`config.mk`:
```
export PLATFORM = sky130hd
export DESIGN_NAME = uart_tx_fifo
export DESIGN_NICKNAME = d
export VERILOG_FILES = /design/src/rtl/uart_tx_fifo.sv
export SDC_FILE = /design/constraint.sdc
export NUM_CORES = 1
export LEC_CHECK = 0
export ABC_AREA = 1
export CAP_MARGIN = 40
export CORE_ASPECT_RATIO = 0.8
export CORE_MARGIN = 1
export CORE_UTILIZATION = 45
export DETAILED_ROUTE_END_ITERATION = 10
export PLACE_DENSITY_LB_ADDON = 0.12
export REMOVE_ABC_BUFFERS = 1
export SLEW_MARGIN = 20
export SYNTH_ARGS = -nofsm -noshare
export SYNTH_HDL_FRONTEND = slang
export SYNTH_SLANG_ARGS = --single-unit
```
`constraint.sdc`:
```
create_clock -name clk -period 4.9 [get_ports clk]
set_input_delay 1.47 -clock clk [delete_from_list [all_inputs] [get_ports clk]]
set_output_delay 1.47 -clock clk [all_outputs]
set_load 0.1 [all_outputs]
```
`src/rtl/uart_tx_fifo.sv`:
```
// Buffered 8-N-1 UART transmitter with optional parity bit.
// Host pushes bytes into a small circular FIFO; the FSM pops and serialises
// them back-to-back at BAUD_DIV clocks per bit.
//
// state    | meaning
// ---------+------------------------------------------------------------
// IDLE     | line high, waiting for a byte in the FIFO
// START    | start bit (tx=0)
// DATA     | eight data bits, LSB first
// PARITY   | optional parity bit (even/odd over the data byte)
// STOP     | stop bit (tx=1); may chain straight into the next START
module uart_tx_fifo #(
  parameter int BAUD_DIV   = 434,
  parameter int FIFO_DEPTH = 8,
  parameter int PARITY     = 0
) (
  input  logic                          clk,
  input  logic                          reset,
  input  logic                          wr_en,
  input  logic [7:0]                    wr_data,
  output logic                          full,
  output logic                          empty,
  output logic [$clog2(FIFO_DEPTH):0]   count,
  output logic                          busy,
  output logic                          tx
);

  localparam int AW = $clog2(FIFO_DEPTH);
  localparam int CW = $clog2(BAUD_DIV);
  localparam logic [CW-1:0] BAUD_LAST = CW'(BAUD_DIV - 1);
  localparam logic [AW:0]   PTR_ONE   = (AW+1)'(1);
  localparam logic          HAS_PAR   = (PARITY != 0);
  localparam logic          ODD_PAR   = (PARITY == 2);

  localparam logic [2:0] ST_IDLE   = 3'd0;
  localparam logic [2:0] ST_START  = 3'd1;
  localparam logic [2:0] ST_DATA   = 3'd2;
  localparam logic [2:0] ST_PARITY = 3'd3;
  localparam logic [2:0] ST_STOP   = 3'd4;

  logic [7:0]    mem [FIFO_DEPTH];
  logic [AW:0]   wptr, rptr;
  logic [2:0]    state;
  logic [CW-1:0] baud_cnt;
  logic [2:0]    bit_idx;
  logic [7:0]    shift;
  logic          par;
  logic          tx_q;
  logic          push, pop, bit_end;
  logic [7:0]    head;

  assign empty   = (wptr == rptr);
  assign full    = (wptr[AW] != rptr[AW]) && (wptr[AW-1:0] == rptr[AW-1:0]);
  assign count   = wptr - rptr;
  assign busy    = (state != ST_IDLE) | ~empty;
  assign tx      = tx_q;
  assign head    = mem[rptr[AW-1:0]];
  assign bit_end = (baud_cnt == BAUD_LAST);
  assign push    = wr_en & ~full;
  // Pops only happen when the FSM is ready to begin a new frame.
  assign pop     = ~empty & ((state == ST_IDLE) | ((state == ST_STOP) & bit_end));

  // FIFO storage; contents need no reset since the pointers gate visibility.
  always_ff @(posedge clk) begin
    if (push) mem[wptr[AW-1:0]] <= wr_data;
  end

  // FIFO pointers; reset flushes the queue.
  always_ff @(posedge clk) begin
    if (reset) begin
      wptr <= '0;
      rptr <= '0;
    end else begin
      if (push) wptr <= wptr + PTR_ONE;
      if (pop)  rptr <= rptr + PTR_ONE;
    end
  end

  // Frame sequencer: baud counter, shift register and registered tx.
  always_ff @(posedge clk) begin
    if (reset) begin
      state    <= ST_IDLE;
      baud_cnt <= '0;
      bit_idx  <= '0;
      shift    <= '0;
      par      <= 1'b0;
      tx_q     <= 1'b1;
    end else begin
      baud_cnt <= bit_end ? '0 : baud_cnt + CW'(1);
      case (state)
        ST_IDLE: begin
          baud_cnt <= '0;
          tx_q     <= 1'b1;
          if (pop) begin
            shift <= head;
            par   <= ^head;
            state <= ST_START;
            tx_q  <= 1'b0;
          end
        end
        ST_START: begin
          if (bit_end) begin
            state   <= ST_DATA;
            bit_idx <= '0;
            tx_q    <= shift[0];
          end
        end
        ST_DATA: begin
          if (bit_end) begin
            if (bit_idx == 3'd7) begin
              state <= HAS_PAR ? ST_PARITY : ST_STOP;
              tx_q  <= HAS_PAR ? (par ^ ODD_PAR) : 1'b1;
            end else begin
              shift   <= shift >> 1;
              bit_idx <= bit_idx + 3'd1;
              tx_q    <= shift[1];
            end
          end
        end
        ST_PARITY: begin
          if (bit_end) begin
            state <= ST_STOP;
            tx_q  <= 1'b1;
          end
        end
        ST_STOP: begin
          if (bit_end) begin
            if (pop) begin
              shift <= head;
              par   <= ^head;
              state <= ST_START;
              tx_q  <= 1'b0;
            end else begin
              state <= ST_IDLE;
              tx_q  <= 1'b1;
            end
          end
        end
        default: begin
          state <= ST_IDLE;
          tx_q  <= 1'b1;
        end
      endcase
    end
  end

endmodule
```
==> results.tsv <==
metric	value	unit
outcome	completed	
Fill cells	883	
CTS Root Cell	clkbuf_16	
CTS tree	built	
worst path arrival time	2.35	ns
slowest cell delay on critical path	0.44	ns
CTS clk-pin slew, worst paths	0.07	ns
largest net degree at the start of global routing	34	
Die Y	90.9	um
Final setup violation count	0	
Pleak	2.07	nW
first-pass GRT wire length	14700	um
Final Slew Violations	0	
H-tree levels	3	
Hold Vio Cnt, Final	0	
Synth cell types	33	
NumNets Final	526	
Startpoint Class	flop	
Layout area overhead	14.7	%
postcts setup bufs	0	
crit-path cells	inv_1, ha_1, nand2_1, nor2_2, nand2_1, nor2_1, inv_1, clkdlybuf4s50_1, buf_8	
DRC	0	
Die W	113	um
fin crit share	0.779	
clk_skew	0.00635	ns
Core ar.	9610	sq um
sequential-to-total area share from yosys stat	0.590	
hold path cells	1	
initial antenna violation count	0	
vias	3095	
Cells after Synth	482	
max-cap violation count	0	
mean number of vias per cell	4.92	
Worst R2R Setup Slack	2.49	ns
Final TNS setup	0	ns
dpl ws	1.39	ns
total CTS buffers	9	
Post-DP HPWL	5870	um
kind of critical path	flop to primary output	
Critical R2R Launch	rptr[1]$_SDFFE_PP0N_	
CTS sink count	99	
initial core utilization	0.462	
critical path's slowest cell	clkdlybuf4s50_1	
FMAX	262	MHz
drt pass-1 iters	4	
Hold Crit Class	flop to flop	
Mapped Avg Cell Area	9.22	sq um
grt ovf	0	
Slew headroom	0.452	
vias in the first global route	3058	
worst r2r path cells	7	
Max VDD drop	530	uV
post-layout util	0.530	
routability cong.	0.820	
Crit path required time	3.43	ns
worst slew pin tran	0.819	ns
FP Rows	32	
final wirelength	8830	um
Tmin final	3.82	ns
Max clock buf depth	2	
RSZ-0062 raised after global routing	false	
worst-path fanout max	4	
worst setup margin	1.08	ns
smallest hold slack	0.467	ns
CP endpoint kind	primary output	
YS warnings	0	
wire length per cell	14.0	um
Port Buffers	18	
Antenna Nets Post-Route	0	
post-CTS sizing	0	
number of synthesized register bits	99	
GRT Util Overall	0.191	
pwr dens	603	nW/um^2
FF-to-FF End	mem[7][0]$_DFFE_PP_	
Hold-fix buffers, CTS	0	
hold wc startpoint	baud_cnt[0]$_SDFF_PP0_	
Die ar.	10300	sq um
antenna fix cells	0	
initial drt markers	167	
IO Count	19	
Syn Std Cell Area	4440	sq um
layout cells sized above 1	0.118	
latest clock arrival within the worst-skew pair	0.34	ns
Hold Path End	baud_cnt[0]$_SDFF_PP0_	
-- flip-flops by register name, indices dropped and copies added, names as in the netlist, named ones only --
register and count:
mem 64, baud_cnt 9, shift 8, rptr 4
wptr 4, bit_idx 3, state 3, tx 1
-- cell usage in the layout (no fill, tap or decap), types with 3 or more instances in the layout --
cell type and count:
xor2_1 6, o21ai_1 3, dfxtp_1 35, o21ai_0 6, nand2_1 143, nor2_1 39, buf_4 12, ha_1 9
nor3_1 7, edfxtp_1 64, nand2_4 5, clkbuf_16 9, inv_2 11, a21oi_1 20, nor2_2 7, nand3_1 59
inv_1 37, clkdlybuf4s50_1 13, clkinv_4 3
-- final cells by class --
type | count | area, sq um | area share
multi-input combinational | 318 | 1550 | 0.305
clock buffer | 9 | 225 | 0.0442
sequential | 99 | 2620 | 0.515
tap | 119 | 149 | 0.0292
inverter | 49 | 184 | 0.0361
clock inverter | 7 | 83.8 | 0.0165
timing repair buffer | 28 | 278 | 0.0545
-- synthesized netlist by cell type, drive strengths merged --
cell type  count  share of area
o21ai         10          0.012
inv           48          0.041
edfxtp        64           0.43
fa             1         0.0045
nor3           7         0.0079
buf           13          0.016
or2            1         0.0014
clkinv         1        0.00084
dfxtp         35           0.16
nand2        150           0.14
nand2b         1         0.0014
clkbuf         3         0.0025
nor2          47          0.045
o21bai         1         0.0017
nand3         59          0.066
nand4          1         0.0014
ha             9          0.025
xnor2          2         0.0039
a21oi         21          0.026
xor2           6          0.012
a21boi         1         0.0017
nand3b         1         0.0017
-- kinds of logic after synthesis --
| family | Yosys count | share of synthesized area |
|---|---|---|
| compound gates | 33 | 0.0417 |
| xor+xnor | 8 | 0.0158 |
| fa+ha+maj | 10 | 0.0299 |
| buf+inv | 65 | 0.0603 |
| flops | 99 | 0.590 |
| simple gates | 267 | 0.262 |
-- per-stage QoR --
step	power, mW	std cells	cell area [sq um]
3_3_place_gp	2.30	605	4690
2_1_floorplan	2.00	466	4360
6_report	3.07	629	5090
4_1_cts	3.10	624	5060
3_5_place_dp	2.37	608	4750
5_1_grt	3.27	629	5090
-- worst max-delay path by stage --
stage / from / end / slack (ns) / depth (start not counted)
2_1_floorplan: wptr[0]$_SDFFE_PP0P_ / count[2] / 0.87 / 4
3_3_place_gp: rptr[1]$_SDFFE_PP0N_ / busy / 1.16 / 8
3_5_place_dp: wr_en / mem[1][3]$_DFFE_PP_ / 1.39 / 4
4_1_cts: rptr[1]$_SDFFE_PP0N_ / busy / 1.07 / 9
5_1_grt: rptr[2]$_SDFFE_PP0N_ / busy / 0.87 / 9
6_report: rptr[1]$_SDFFE_PP0N_ / busy / 1.08 / 9
-- layer usage --
metal  GRT usage  vias to the layer above  share of wire
met5           0                        -              0
met1       0.252                     1438           0.51
li1            -                     1609              -
met3      0.0490                       10          0.032
met4      0.0647                        0          0.013
met2       0.306                       38           0.45
-- where the power goes --
| part | switching, mW | internal, mW | total [mW] |
|---|---|---|---|
| sequential | 0.0726 | 0.964 | 1.04 |
| combinational | 0.925 | 0.388 | 1.31 |
| clock | 0.320 | 0.404 | 0.723 |
| total | 1.32 | 1.76 | 3.07 |
-- critical path, delay by kind of cell (launching register included) --
kind / cells / cell delay (ns)
AND/OR/NAND/NOR: 4 / 0.56
buffers and inverters: 4 / 0.75
flip-flops: 1 / 0.40
adder cells (fa/ha/maj): 1 / 0.28
Note: power is estimated with default switching activity, not from simulation.
